File: config.mk
export PLATFORM = sky130hd
export DESIGN_NAME = decode_issue
export DESIGN_NICKNAME = d
export VERILOG_FILES = /design/src/rtl/decode_issue.sv
export SDC_FILE = /design/constraint.sdc
export NUM_CORES = 1
export LEC_CHECK = 0
export BUFFER_PORTS_ARGS = -buffer_cell sky130_fd_sc_hd__buf_2
export CORE_MARGIN = 10
export CORE_UTILIZATION = 55
export DETAILED_ROUTE_END_ITERATION = 7
export GPL_ROUTABILITY_DRIVEN = 0
export PLACE_DENSITY = 0.76
export SLEW_MARGIN = 25
export SYNTH_ARGS = -nofsm -noshare
export SYNTH_HDL_FRONTEND = slang
export SYNTH_SLANG_ARGS = --single-unit
File: constraint.sdc
create_clock -name clk -period 4.4 [get_ports clk]
set_input_delay 0.22 -clock clk [delete_from_list [all_inputs] [get_ports clk]]
set_output_delay 0.22 -clock clk [all_outputs]
set_load 0.05 [all_outputs]
File: src/rtl/decode_issue.sv
`default_nettype none
// ============================================================================
// Module   : decode_issue
// Brief    : WISC decode/issue stage. Splits the instruction fields, reads the
//            8x16 register file with writeback bypass, tracks RAW/WAW hazards
//            with a per-register scoreboard, and issues into a one-entry
//            output register.
// Revision : 1.0
// ============================================================================
module decode_issue #(
    parameter int          NREGS  = 8,
    parameter logic [15:0] RST_PC = 16'h0000
) (
    input  logic        clk,
    input  logic        rst_n,
    input  logic        in_valid,
    output logic        in_ready,
    input  logic [15:0] in_instr,
    input  logic [15:0] in_pc,
    output logic        ex_valid,
    input  logic        ex_ready,
    output logic [4:0]  ex_opcode,
    output logic [1:0]  ex_funct,
    output logic [15:0] ex_rs_val,
    output logic [15:0] ex_rt_val,
    output logic [15:0] ex_pc,
    output logic [7:0]  ex_imm,
    output logic [2:0]  ex_rd,
    output logic        ex_wr_en,
    input  logic        wb_en,
    input  logic [2:0]  wb_rd,
    input  logic [15:0] wb_data,
    output logic        halted
);

    localparam logic [4:0] c_op_halt = 5'b00000;

    logic [15:0]      r_regs [NREGS];
    logic [NREGS-1:0] r_pend;
    logic             r_halted;

    logic             r_ex_valid;
    logic [4:0]       r_ex_opcode;
    logic [1:0]       r_ex_funct;
    logic [15:0]      r_ex_rs_val;
    logic [15:0]      r_ex_rt_val;
    logic [15:0]      r_ex_pc;
    logic [7:0]       r_ex_imm;
    logic [2:0]       r_ex_rd;
    logic             r_ex_wr_en;

    logic [4:0]       w_opcode;
    logic [2:0]       w_rs_idx;
    logic [2:0]       w_rt_idx;
    logic             w_use_rs;
    logic             w_use_rt;
    logic             w_use_dst;
    logic [2:0]       w_dst_idx;
    logic [15:0]      w_rs_val;
    logic [15:0]      w_rt_val;
    logic [NREGS-1:0] w_wb_hit;
    logic [NREGS-1:0] w_eff_pend;
    logic [NREGS-1:0] w_pend_nxt;
    logic             w_hazard;
    logic             w_accept;

    assign w_opcode = in_instr[15:11];
    assign w_rs_idx = in_instr[10:8];
    assign w_rt_idx = in_instr[7:5];

    // Source/destination usage per opcode class; unknown opcodes pass through hazard-free.
    always_comb begin
        w_use_rs  = 1'b0;
        w_use_rt  = 1'b0;
        w_use_dst = 1'b0;
        w_dst_idx = 3'd0;
        casez (w_opcode)
            5'b00101: w_use_rs = 1'b1;
            5'b00110: begin
                w_use_dst = 1'b1;
                w_dst_idx = 3'd7;
            end
            5'b00111: begin
                w_use_rs  = 1'b1;
                w_use_dst = 1'b1;
                w_dst_idx = 3'd7;
            end
            5'b010??, 5'b101??, 5'b10001: begin
                w_use_rs  = 1'b1;
                w_use_dst = 1'b1;
                w_dst_idx = in_instr[7:5];
            end
            5'b011??: w_use_rs = 1'b1;
            5'b10000: begin
                w_use_rs = 1'b1;
                w_use_rt = 1'b1;
            end
            5'b10010: begin
                w_use_rs  = 1'b1;
                w_use_dst = 1'b1;
                w_dst_idx = in_instr[10:8];
            end
            5'b10011: begin
                w_use_rs  = 1'b1;
                w_use_rt  = 1'b1;
                w_use_dst = 1'b1;
                w_dst_idx = in_instr[10:8];
            end
            5'b11000: begin
                w_use_dst = 1'b1;
                w_dst_idx = in_instr[10:8];
            end
            5'b11001: begin
                w_use_rs  = 1'b1;
                w_use_dst = 1'b1;
                w_dst_idx = in_instr[4:2];
            end
            5'b11010, 5'b11011, 5'b111??: begin
                w_use_rs  = 1'b1;
                w_use_rt  = 1'b1;
                w_use_dst = 1'b1;
                w_dst_idx = in_instr[4:2];
            end
            default: ;
        endcase
    end

    assign w_rs_val = (wb_en && (wb_rd == w_rs_idx)) ? wb_data : r_regs[w_rs_idx];
    assign w_rt_val = (wb_en && (wb_rd == w_rt_idx)) ? wb_data : r_regs[w_rt_idx];

    always_comb begin
        w_wb_hit = '0;
        for (int i = 0; i < NREGS; i++) begin
            w_wb_hit[i] = wb_en && (int'(wb_rd) == i);
        end
    end

    // A writeback landing this cycle already satisfies its waiter.
    assign w_eff_pend = r_pend & ~w_wb_hit;

    assign w_hazard = (w_use_rs  && w_eff_pend[w_rs_idx]) ||
                      (w_use_rt  && w_eff_pend[w_rt_idx]) ||
                      (w_use_dst && w_eff_pend[w_dst_idx]);

    assign in_ready = !r_halted && (!r_ex_valid || ex_ready) && !(in_valid && w_hazard);
    assign w_accept = in_valid && in_ready;

    // Setting by a new issue overrides a same-cycle retire of that register.
    always_comb begin
        w_pend_nxt = w_eff_pend;
        if (w_accept && w_use_dst) begin
            w_pend_nxt[w_dst_idx] = 1'b1;
        end
    end

    always_ff @(posedge clk or negedge rst_n) begin
        if (!rst_n) begin
            for (int i = 0; i < NREGS; i++) begin
                r_regs[i] <= 16'h0000;
            end
            r_pend   <= '0;
            r_halted <= 1'b0;
        end else begin
            if (wb_en) begin
                r_regs[wb_rd] <= wb_data;
            end
            r_pend <= w_pend_nxt;
            if (w_accept && (w_opcode == c_op_halt)) begin
                r_halted <= 1'b1;
            end
        end
    end

    always_ff @(posedge clk or negedge rst_n) begin
        if (!rst_n) begin
            r_ex_valid  <= 1'b0;
            r_ex_opcode <= 5'd0;
            r_ex_funct  <= 2'd0;
            r_ex_rs_val <= 16'h0000;
            r_ex_rt_val <= 16'h0000;
            r_ex_pc     <= RST_PC;
            r_ex_imm    <= 8'h00;
            r_ex_rd     <= 3'd0;
            r_ex_wr_en  <= 1'b0;
        end else if (w_accept) begin
            r_ex_valid  <= 1'b1;
            r_ex_opcode <= w_opcode;
            r_ex_funct  <= in_instr[1:0];
            r_ex_rs_val <= w_rs_val;
            r_ex_rt_val <= w_rt_val;
            r_ex_pc     <= in_pc;
            r_ex_imm    <= in_instr[7:0];
            r_ex_rd     <= w_dst_idx;
            r_ex_wr_en  <= w_use_dst;
        end else if (ex_ready) begin
            r_ex_valid  <= 1'b0;
        end
    end

    assign ex_valid  = r_ex_valid;
    assign ex_opcode = r_ex_opcode;
    assign ex_funct  = r_ex_funct;
    assign ex_rs_val = r_ex_rs_val;
    assign ex_rt_val = r_ex_rt_val;
    assign ex_pc     = r_ex_pc;
    assign ex_imm    = r_ex_imm;
    assign ex_rd     = r_ex_rd;
    assign ex_wr_en  = r_ex_wr_en;
    assign halted    = r_halted;

endmodule
`default_nettype wire

# [Yosys cells after proc, flatten, opt, wreduce, memory -nomap -nowiden]
# Cells that the tools add are included.
[word_totals] ff_bits=205 latch_bits=0 mem_bits_rw=0 mem_bits_ro=0 input_bits=56 out_inout_bits=70 wordCells=120 memories=0
[op_classes] n_addsub=0 mul=0 div=0 n_lt_le_gt_ge=8 eq_ne=24 n_shift=0 mux=26 bitwise=6 n_reduce_logical=37
[op_table] op="$bwmux 128" n=1
[op_table] op="$mux 16" n=7
[op_table] op="$bmux 16 s3" n=2
[op_table] op="$demux 16 s3" n=1
[op_table] op="$eq 5x5->1 const B" n=8
[op_table] op="$logic_and 1x1->1" n=21
[op_table] op="$eq 3x3->1 const B" n=6
[op_table] op="$eq 5x3->1 const B" n=3
[op_table] op="$reduce_or 13->1" n=1
[op_table] op="$eq 3x2->1 const B" n=4
[op_table] op="$ge 4x4->1 const B" n=3
[op_table] op="$lt 3x4->1 const B" n=3
[op_table] op="$not 3->4" n=3
[op_table] op="$pmux 3 s4" n=1
[op_table] op="$reduce_or 12->1" n=1
[op_table] op="$bmux 1 s3" n=3
[op_table] op="$mux 1" n=9
[op_table] op="$and 8x8->8" n=1
[op_table] op="$mux 8" n=1
[op_table] op="$not 8->8" n=1
[op_table] op="$or 8x8->8" n=1
[op_table] op="$eq 3x3->1" n=2
[op_table] op="$reduce_or 3->1" n=2
[op_table] op="$logic_not 5->1" n=1
[op_table] op="11 further kinds" n=15

# [Logic depth before layout (Yosys ltp)]
# Gate-level depths: netlist of the first run.
[logic_depth] word_depth=15 mapped_depth=12 depth_no_buf=8

# [Worst setup path before layout of the first run]
# Ideal clock, no wire load.
[synth_timing] kind="input to output" from="input port wb_rd[0]" to="output port in_ready" arrival_ns=2.875 setup_slack_ns=1.305 stages=9 n_path_buf=1 path_cell_list="buf_2 > nor4b_4 > nand2b_1 > mux4_2 > a21boi_1 > o2bb2ai_1 > a221oi_2 > o21ai_0 > a21boi_0"
[synth_between] elab_chain_cells=12
[synth_rtl] element="start: declaration" line_no="31" source="input logic [2:0] wb_rd,"
[synth_rtl] element="$eq 3x2->1 (tied with other cells)" line_no="134" source="w_wb_hit[i] = wb_en && (int'(wb_rd) == i);"
[synth_rtl] element="$logic_and 1x1->1" line_no="134"
[synth_rtl] element="$not 8->8 *" line_no="139" source="assign w_eff_pend = r_pend & ~w_wb_hit;"
[synth_rtl] element="$and 8x8->8 *" line_no="139"
[synth_rtl] element="$bmux 1 s3, on equally long branches" line_no="141, 142"
[synth_rtl] element="$mux 1, on equally long branches" line_no="141, 142"
[synth_rtl] element="$logic_and 1x1->1, on equally long branches" line_no="141, 142"
[synth_rtl] element="$logic_or 1x1->1" line_no="141" source="assign w_hazard = (w_use_rs && w_eff_pend[w_rs_idx]) ||"
[synth_rtl] element="$logic_or 1x1->1 *" line_no="142" source="(w_use_rt && w_eff_pend[w_rt_idx]) ||"
[synth_rtl] element="$logic_and 1x1->1 *" line_no="145" source="assign in_ready = !r_halted && (!r_ex_valid || ex_ready) && !(in_valid && w_hazard);"
[synth_rtl] element="$logic_not 1->1 *" line_no="145"
[synth_rtl] element="$logic_and 1x1->1 *" line_no="145"
[synth_rtl] element="end: declaration" line_no="17" source="output logic in_ready,"
# Mark *: on every way between the ends. The rest lies on a longest branch, timed or not. The select of a mux whose other input is x is not followed.

# [Worst setup path in the final report of the first run]
# Same ends and word-level chain as after synthesis.

==> impl_metrics.yaml, run 1 <==
yosys:
  yosys_warnings: 0
  synth_top_flop_cell: "dfrtp_1"
  syn_inst: 742
  synth_top_area_cell: "dfrtp_1"
  yosysSeqAreaShare_pct: 47.8
  synth_edf_count: 0
  synth.top_cell.area_share_pct: 47.8
  ys_async_sr_fraction_pct: 100
  syn_area_um2: 10600
  netlist_top_cells_area: "dfrtp_1 48%, mux2_2 16%, mux4_2 14%"
  ys_ff_latch: 203
  yosysMostFrequentCell: "dfrtp_1"
  syn_nets: 798
  syn_avg_cell_area_um2: 14.3
  synth_commonest_cells: "203 x dfrtp_1, 154 x mux2_2, 65 x mux4_2, 40 x mux2i_1"
  synth_cell_types: 48
sta:
  layout_min_cycle_time_ns: 3.07
  maxSlewHeadroom_pct: 32.5
  slew_violations: 0
  fmax_ghz: 0.326
  finalClockSkew_ns: 0.00610
  finalCritPeriodShare_pct: 69.7
  setup_viol: 0
  grt_setup_unrepaired: "false"
  timing.setup.tns_ns: 0
  worst_pin_slew_ns: 1.01
  hold_viol: 0
global_routing:
  grt_usage_pct: 20.4
  grt_pass1_vias: 7518
  overflow: 0
  grt_max_degree: 123
  grt_pass1_wl_um: 42200
  antenna_found_initial: 2
clock_tree:
  clk_latency_ns: 0.50
  cts_setup_buffers: 0
  cts_made_buffers: 22
  cts_root_buf: "clkbuf_16"
  h-tree-depth: 1
  cts.sinks: 203
  cts_tree: "done"
  clockBufferDepth: 3
  clkSlewWorstSetupHoldPaths_ns: 0.06
critical_path:
  crit_slowest_cell: "buf_4"
  worst_setup_path_start_kind: "input pin"
  reg2reg_slack_ns: 1.58
  cp.arrival_ns: 2.85
  worst-path-buf-inv: 3
  end_kind: "output port"
  crit_type: "input pin to output port"
  worstPathRequired_ns: 4.18
  crit_family: "compound AO/OA/AOI/OAI gates"
  cp_cell_sequence: "buf_2 > nor4bb_4 > buf_4 > nand2b_1 > o21ai_0 > o311ai_1 > o2bb2ai_1 > a221oi_2 > o21ai_0 > a21boi_0 > buf_2"
  worst_path_largest_cell_delay_ns: 0.34
  worstPathMaxFanout: 17
floorplanning:
  die_width_um: 159
  start_util_pct: 56.4
  io_pins: 126
  num_rows: 50
  design.die.area_um2: 25300
  fp.coreArea_um2: 18800
  chipHeight_um: 159
power_and_ir_drop:
  p_total_mw: 5.08
  switching_power_mw: 1.30
  switching_share_pct: 25.6
  p_int_mw: 3.78
  p_leak_nw: 5.81
  ir_drop_mv: 0.244
  powerDensity_nw_per_um2: 411
  pwr-share-seq_pct: 45.7
  power_frac_comb_pct: 18.4
  pwr-share-clk_pct: 35.9
finish:
  finalNetCount: 916
  ff_latch_area_um2: 5080
  fill_cells: 1307
  multiInputGateArea_um2: 5190
  drive_gt1_share_pct: 50.2
  stdcell_area_um2: 12400
  area_delta_synth_final_pct: 16.3
status:
  status: "finished, final reports clean"
detailed_routing:
  vias_per_cell: 6.13
  drc: 0
  met1_length_um: 10800
  wl_per_cell_um: 23.2
  wl_um: 26400
  ant_nets: 0
  drt-initial-drc-count: 433
  top_layer_used: "met4"
  drtPass1Iterations: 5
  met2_length_um: 13300
  via_count: 6981
  met3_length_um: 1760
run:
  drv_cap: 0
place:
  dpl_cell_area_um2: 11400
  numPortBuffers: 125
  hpwl_um: 16900
min_path:
  hp-class: "input pin to flop"
==> area by class of cell <==
cell class	instances	share of cell area, %
clock inverter	5	0.425
tap	260	2.63
clock buffer	35	5.35
inverter	7	0.213
antenna	2	0.0405
timing repair buffer	166	8.18
sequential	203	41.1
multi-input combinational	460	42.0
==> final timing paths <==
| kind | startpoint | to | cells after the start |
|---|---|---|---|
| worst max-delay path | wb_rd[0] | in_ready | 11 |
| min in group asynchronous | rst_n | ex_opcode[0] | 2 |
| worst min-delay path | in_instr[4] | ex_imm[4] | 2 |
| worst min register to register | halted | halted | 2 |
| max in group asynchronous | rst_n | r_regs[91] | 3 |
| worst max register to register | r_pend[2] | ex_pc[5] | 9 |
==> power by group through the flow <==
stage	combinational (mW)	sequential [mW]	clock, mW
global placement	0.876	2.30	0
detailed placement	0.918	2.35	0
CTS	0.940	2.32	1.86
global route	1.01	2.35	1.94
floorplan	0.724	2.28	0
finish	0.933	2.32	1.82
==> sequential cells by signal (all words and copies together), names as in the netlist <==
| signal | cells |
|---|---|
| ex_funct | 1 |
| ex_imm | 7 |
| ex_opcode | 5 |
| ex_pc | 16 |
| ex_rd | 3 |
| ex_rs_val | 16 |
| ex_rt_val | 16 |
| ex_valid | 1 |
| ex_wr_en | 1 |
| halted | 1 |
| r_pend | 8 |
| r_regs | 128 |
==> metal layers <==
metal	global-route usage (%)	vias to the layer above
met2	34.6	269
met1	25.9	3645
met3	4.03	47
li1	-	3020
met4	6.32	0
met5	0	-
==> through the flow <==
step / setup slack (ns) / hold slack [ns] / cells / util, %
after CTS: 1.35 / 0.00722 / 1136 / 65.6
after global routing: 1.13 / 0.0145 / 1138 / 65.6
after global placement: 1.10 / 0.414 / 1074 / 60.6
after floorplan: 1.31 / -0.0756 / 742 / -
after detailed placement: 0.921 / 0.429 / 1074 / 60.6
final: 1.33 / 0.0277 / 1138 / 65.6
==> cell usage in the layout (no fill, tap or decap), types with 8 or more instances in the layout <==
cell	synthesis	final
dlygate4sd3_1	0	22
mux2_2	154	154
clkbuf_16	0	23
nor2_1	37	37
a21oi_1	38	38
mux4_2	65	65
dfrtp_1	203	203
nand2_1	10	10
o31ai_1	9	9
mux2_4	38	38
clkbuf_1	24	8
nand2b_1	9	9
buf_2	13	124
mux2i_1	40	40
buf_4	19	18
==> logic make-up (layout without fill, tap and decap cells) <==
group,Yosys count,count (layout),share of synthesized area (%)
simple gates,81,81,4.02
compound gates,76,76,4.56
buf+inv,79,213,3.90
xor+xnor,6,6,0.495
flops,203,203,47.8
mux,297,297,39.2
other cells,0,2,0
==> timing repair <==
action / in CTS / in global routing
hold buffers: 22 / 0
hold endpoints to repair: 142 / 0
gates resized for setup: 0 / 0
Power figures use the tool's default switching activity.
==> run 2: changes to the inputs <==
Clock period 4.4 ns to 3.2 ns, I/O delays scaled along.
==> run 2 against run 1 <==
Against the previous run:
- setup slack worse by 1.0 ns
- largest cell class unchanged
- clock-buffer cell count down 3
- highest routed layer unchanged
- critical path type unchanged
- total power up 41%
- register-to-register slack worse by 0.96 ns
- clock skew up 0.0013 ns
- critical endpoint unchanged
- first-iteration DRC count up 27%
==> impl_metrics.yaml, run 2 (same netlist as run 1, synthesis figures left out) <==
status:
  status: "finished, final reports clean"
power_and_ir_drop:
  switching_share_pct: 25.1
  pwr-share-clk_pct: 37.6
  p_leak_nw: 5.88
  p_int_mw: 5.37
  power_frac_comb_pct: 17.9
  ir_drop_mv: 0.371
  switching_power_mw: 1.80
  powerDensity_nw_per_um2: 574
  pwr-share-seq_pct: 44.5
finish:
  final_util_pct: 66.3
  final_cell_mix: "203 x dfrtp_1, 154 x mux2_2, 124 x buf_2, 65 x mux4_2, 40 x mux2i_1"
  final_common_cell: "dfrtp_1"
  finalNetCount: 925
  regMostFlops: "r_regs"
  drive_gt1_share_pct: 50.7
  area_delta_synth_final_pct: 17.5
  largest_reg_flops: 128
floorplanning:
  chipHeight_um: 159
  io_pins: 126
  die_width_um: 159
  design.die.area_um2: 25300
  start_util_pct: 56.4
  num_rows: 50
  fp.coreArea_um2: 18800
sta:
  slew_violations: 0
  timing.setup.tns_ns: 0
  setup_viol: 0
  worst_pin_slew_ns: 0.891
  setup_slack_ns: 0.291
  finalClockSkew_ns: 0.00735
  finalCritPeriodShare_pct: 90.9
  grt_setup_unrepaired: "false"
  fmax_ghz: 0.344
  hold_viol: 0
  maxSlewHeadroom_pct: 40.6
  layout_min_cycle_time_ns: 2.91
critical_path:
  worstPathMaxFanout: 8
  crit_type: "input pin to output port"
  rr_startpoint: "r_pend[2]"
  crit_family: "compound AO/OA/AOI/OAI gates"
  worst_path_largest_cell_delay_ns: 0.53
  worst_setup_path_start_kind: "input pin"
  worstRegToRegCells: 8
  cp_cell_sequence: "dlygate4sd3_1 > buf_2 > a31o_1 > a211oi_1 > a21boi_2 > nor2_1 > a221oi_2 > o21ai_0 > a21boi_0 > buf_2"
  worst-path-buf-inv: 3
  crit_slowest_cell: "dlygate4sd3_1"
  end_kind: "output port"
  cpMostUsedCell: "buf_2"
  reg2reg_slack_ns: 0.62
  cp.arrival_ns: 2.75
  worstPathRequired_ns: 3.04
  timing.rr.end: "ex_pc[15]"
detailed_routing:
  via_count: 6933
  wl_per_cell_um: 22.7
  ant_nets: 0
  wl_um: 26000
  drt-initial-drc-count: 551
  drc: 0
  drtPass1Iterations: 5
  vias_per_cell: 6.04
global_routing:
  grt_pass1_vias: 7437
  grt_usage_pct: 20.0
  overflow: 0
  grt_max_degree: 112
  grt_pass1_wl_um: 41500
  antenna_found_initial: 2
clock_tree:
  clockBufferDepth: 3
  holdBufCountCts: 25
  cts_setup_buffers: 0
  clk_latency_ns: 0.51
  cts_made_buffers: 23
  clkSlewWorstSetupHoldPaths_ns: 0.06
  cts.sinks: 203
  cts_root_buf: "clkbuf_16"
  cts_tree: "done"
  cts_resized: 0
  h-tree-depth: 1
min_path:
  whs_path_depth: 2
  hp-class: "input pin to flop"
  min_from: "in_instr[15]"
  min_to: "halted"
place:
  numPortBuffers: 125
  hpwl_um: 16200
  dpl_worst_slack_ns: 0.0810
run:
  drv_cap: 0
[run 2: changes by cell type in the layout (fill, tap and decap cells not counted)]
cell,delta
clkbuf_1,-3
clkbuf_8,+1
inv_6,+1
clkinv_2,+2
dlygate4sd3_1,+3
bufinv_16,+2
clkinvlp_4,-1
buf_4,+5
buf_8,-1
[run 2: power by group through the flow]
stage | sequential [mW] | combinational, mW | clock, mW
floorplan | 3.13 | 0.996 | 0
global placement | 3.16 | 1.21 | 0
detailed placement | 3.22 | 1.26 | 0
CTS | 3.18 | 1.29 | 2.74
global route | 3.23 | 1.38 | 2.85
finish | 3.19 | 1.28 | 2.69
[run 2: how the worst max path moves through the flow]
stage / cells past startpoint / startpoint / slack [ns] / to
floorplan: 9 / wb_rd[0] / 0.23 / in_ready
global placement: 10 / in_instr[14] / 0.23 / ex_imm[7]
detailed placement: 10 / in_instr[14] / 0.08 / ex_pc[1]
CTS: 10 / in_instr[3] / 0.31 / in_ready
global route: 10 / in_instr[3] / 0.12 / in_ready
finish: 10 / in_instr[3] / 0.29 / in_ready
[run 2: routing by layer]
| layer | share of wire, % | routed length [um] | global-route usage (%) | vias up |
|---|---|---|---|---|
| met2 | 50 | 13000 | 34.1 | 217 |
| li1 | - | - | - | 3042 |
| met3 | 5.4 | 1400 | 3.41 | 51 |
| met1 | 42 | 11000 | 25.5 | 3623 |
| met5 | 0 | 0 | 0 | - |
| met4 | 2.6 | 682 | 6.49 | 0 |
[run 2: layout make-up]
type | count | area [um^2]
Inverter | 7 | 26.3
Sequential cell | 203 | 5080
Timing Repair Buffer | 174 | 1080
Clock inverter | 9 | 124
Tap cell | 260 | 325
Fill cell | 1304 | 6350
Multi-Input combinational cell | 460 | 5190
Antenna cell | 2 | 5.00
Clock buffer | 32 | 649
[run 2: stage by stage]
step	instances	hold WS, ns	power [mW]	area [um^2]
after floorplan	742	-0.136	4.12	10600
after global placement	1079	0.327	4.37	11500
after detailed placement	1079	0.352	4.48	11500
after CTS	1145	0.00199	7.20	12500
after global routing	1146	0.0268	7.46	12500
final	1147	0.0196	7.16	12500
==> run 3: changes to the inputs <==
Settings changed: CORE_ASPECT_RATIO from default to 0.8.
==> run 3 against run 2 <==
Against the previous run:
- first-iteration DRC count fell by 6.7%
- via count about the same
- clock-buffer cell count is 4 lower
- critical path type unchanged
- register-to-register slack better by 0.15 ns
- clock power about the same
- sequential power about the same
- combinational power barely moved
- sequential share of layout area barely moved
- highest routed layer unchanged
==> impl_metrics.yaml, run 3 (same netlist as run 1, synthesis figures left out) <==
status:
  status: "finished, final reports clean"
place:
  dpl_worst_slack_ns: 0.225
  hpwl_um: 17000
  numPortBuffers: 125
floorplanning:
  chipHeight_um: 144
  design.die.area_um2: 25300
  start_util_pct: 56.0
  die_width_um: 175
  fp.coreArea_um2: 19000
  num_rows: 45
  io_pins: 126
global_routing:
  grt_usage_pct: 20.7
  overflow: 0
  grt_max_degree: 101
  antenna_found_initial: 0
  grt_pass1_vias: 7485
  grt_pass1_wl_um: 42000
critical_path:
  worstPathRequired_ns: 3.04
  cp.arrival_ns: 2.87
  timing.rr.end: "ex_pc[3]"
  endpoint: "in_ready"
  rr_startpoint: "r_pend[6]"
  reg2reg_slack_ns: 0.77
  cp-startpoint: "in_instr[3]"
  crit_type: "input pin to output port"
  worst_setup_path_start_kind: "input pin"
  worstRegToRegCells: 8
  worstPathMaxFanout: 8
  end_kind: "output port"
clock_tree:
  h-tree-depth: 1
  clkSlewWorstSetupHoldPaths_ns: 0.07
  cts_resized: 0
  cts.sinks: 203
  cts_tree: "done"
  holdBufCountCts: 24
  cts_root_buf: "clkbuf_16"
  cts_setup_buffers: 0
  clk_latency_ns: 0.50
  clockBufferDepth: 3
  cts_made_buffers: 21
sta:
  setup_viol: 0
  finalClockSkew_ns: 0.0181
  worst_pin_slew_ns: 0.820
  slew_violations: 0
  timing.setup.tns_ns: 0
  fmax_ghz: 0.330
  layout_min_cycle_time_ns: 3.03
  finalCritPeriodShare_pct: 94.7
  hold_viol: 0
  grt_setup_unrepaired: "false"
  setup_slack_ns: 0.169
  maxSlewHeadroom_pct: 45.3
detailed_routing:
  wl_um: 26000
  via_count: 6928
  drc: 0
  wl_per_cell_um: 22.8
  ant_nets: 0
  drt-initial-drc-count: 514
  drtPass1Iterations: 5
  vias_per_cell: 6.07
min_path:
  hp-class: "input pin to flop"
finish:
  area_delta_synth_final_pct: 17.5
  finalNetCount: 925
  largest_reg_flops: 128
  drive_gt1_share_pct: 51.2
  final_cell_mix: "203 x dfrtp_1, 154 x mux2_2, 124 x buf_2, 65 x mux4_2, 40 x mux2i_1"
  diodes: 0
  regMostFlops: "r_regs"
  fill_cells: 1319
  final_common_cell: "dfrtp_1"
run:
  drv_cap: 0
power_and_ir_drop:
  ir_drop_mv: 0.387
  powerDensity_nw_per_um2: 573
  p_leak_nw: 5.89
run 3: cell types whose count changed in the layout (fill, tap and decap cells not counted), sizes merged:
cell / delta
clkbuf: -4
buf: +3
diode: -2
bufinv: +1
clkinv: -1
clkinvlp: +1
dlygate4sd3: -1
inv: -1
run 3: per-layer routing:
layer | track usage, % | share of wire, %
met5 | 0 | 0
met4 | 4.54 | 1.6
met3 | 3.15 | 5.9
met2 | 36.0 | 49
met1 | 27.2 | 43
run 3: worst min-delay path by stage:
stage	slack, ns	cells after the start	endpoint	start
after floorplan	-0.14	0	ex_funct[0]	rst_n
after global placement	0.29	1	ex_rt_val[1]	rst_n
after detailed placement	0.32	1	r_regs[81]	rst_n
after CTS	0.002	2	halted	in_instr[15]
after global routing	0.04	2	r_regs[0]	wb_data[0]
final	0.01	2	halted	in_instr[15]
run 3: metrics by stage:
step | total power [mW] | area, um^2 | hold WS [ns] | util (%) | cells
after floorplan | 4.12 | 10600 | -0.136 | - | 742
after global placement | 4.39 | 11500 | 0.292 | 60.5 | 1080
after detailed placement | 4.50 | 11500 | 0.324 | 60.5 | 1080
after CTS | 7.20 | 12500 | 0.00237 | 65.8 | 1141
after global routing | 7.47 | 12500 | 0.0363 | 65.8 | 1141
final | 7.16 | 12500 | 0.0140 | 65.8 | 1141
run 3: cell type report:
class / instances / area (um^2) / area share, %
clock inverter: 9 / 151 / 1.21
clock buffer: 28 / 612 / 4.90
tap: 258 / 323 / 2.58
multi-input combinational: 460 / 5190 / 41.6
inverter: 7 / 26.3 / 0.210
sequential: 203 / 5080 / 40.7
timing repair buffer: 176 / 1100 / 8.83
run 3: report_power, final:
group,switching [mW],total (mW),internal (mW)
combinational,0.513,1.29,0.780
clock,1.01,2.67,1.66
sequential,0.268,3.19,2.93
total,1.79,7.16,5.37
run 3: critical path: stages:
cell and delay (ns):
dlygate4sd3_1 0.55, buf_2 0.14, a31o_1 0.20, a211oi_1 0.29, a21boi_2 0.37, nor2_1 0.12
a221oi_2 0.38, o21ai_0 0.18, a21boi_0 0.19, buf_2 0.29
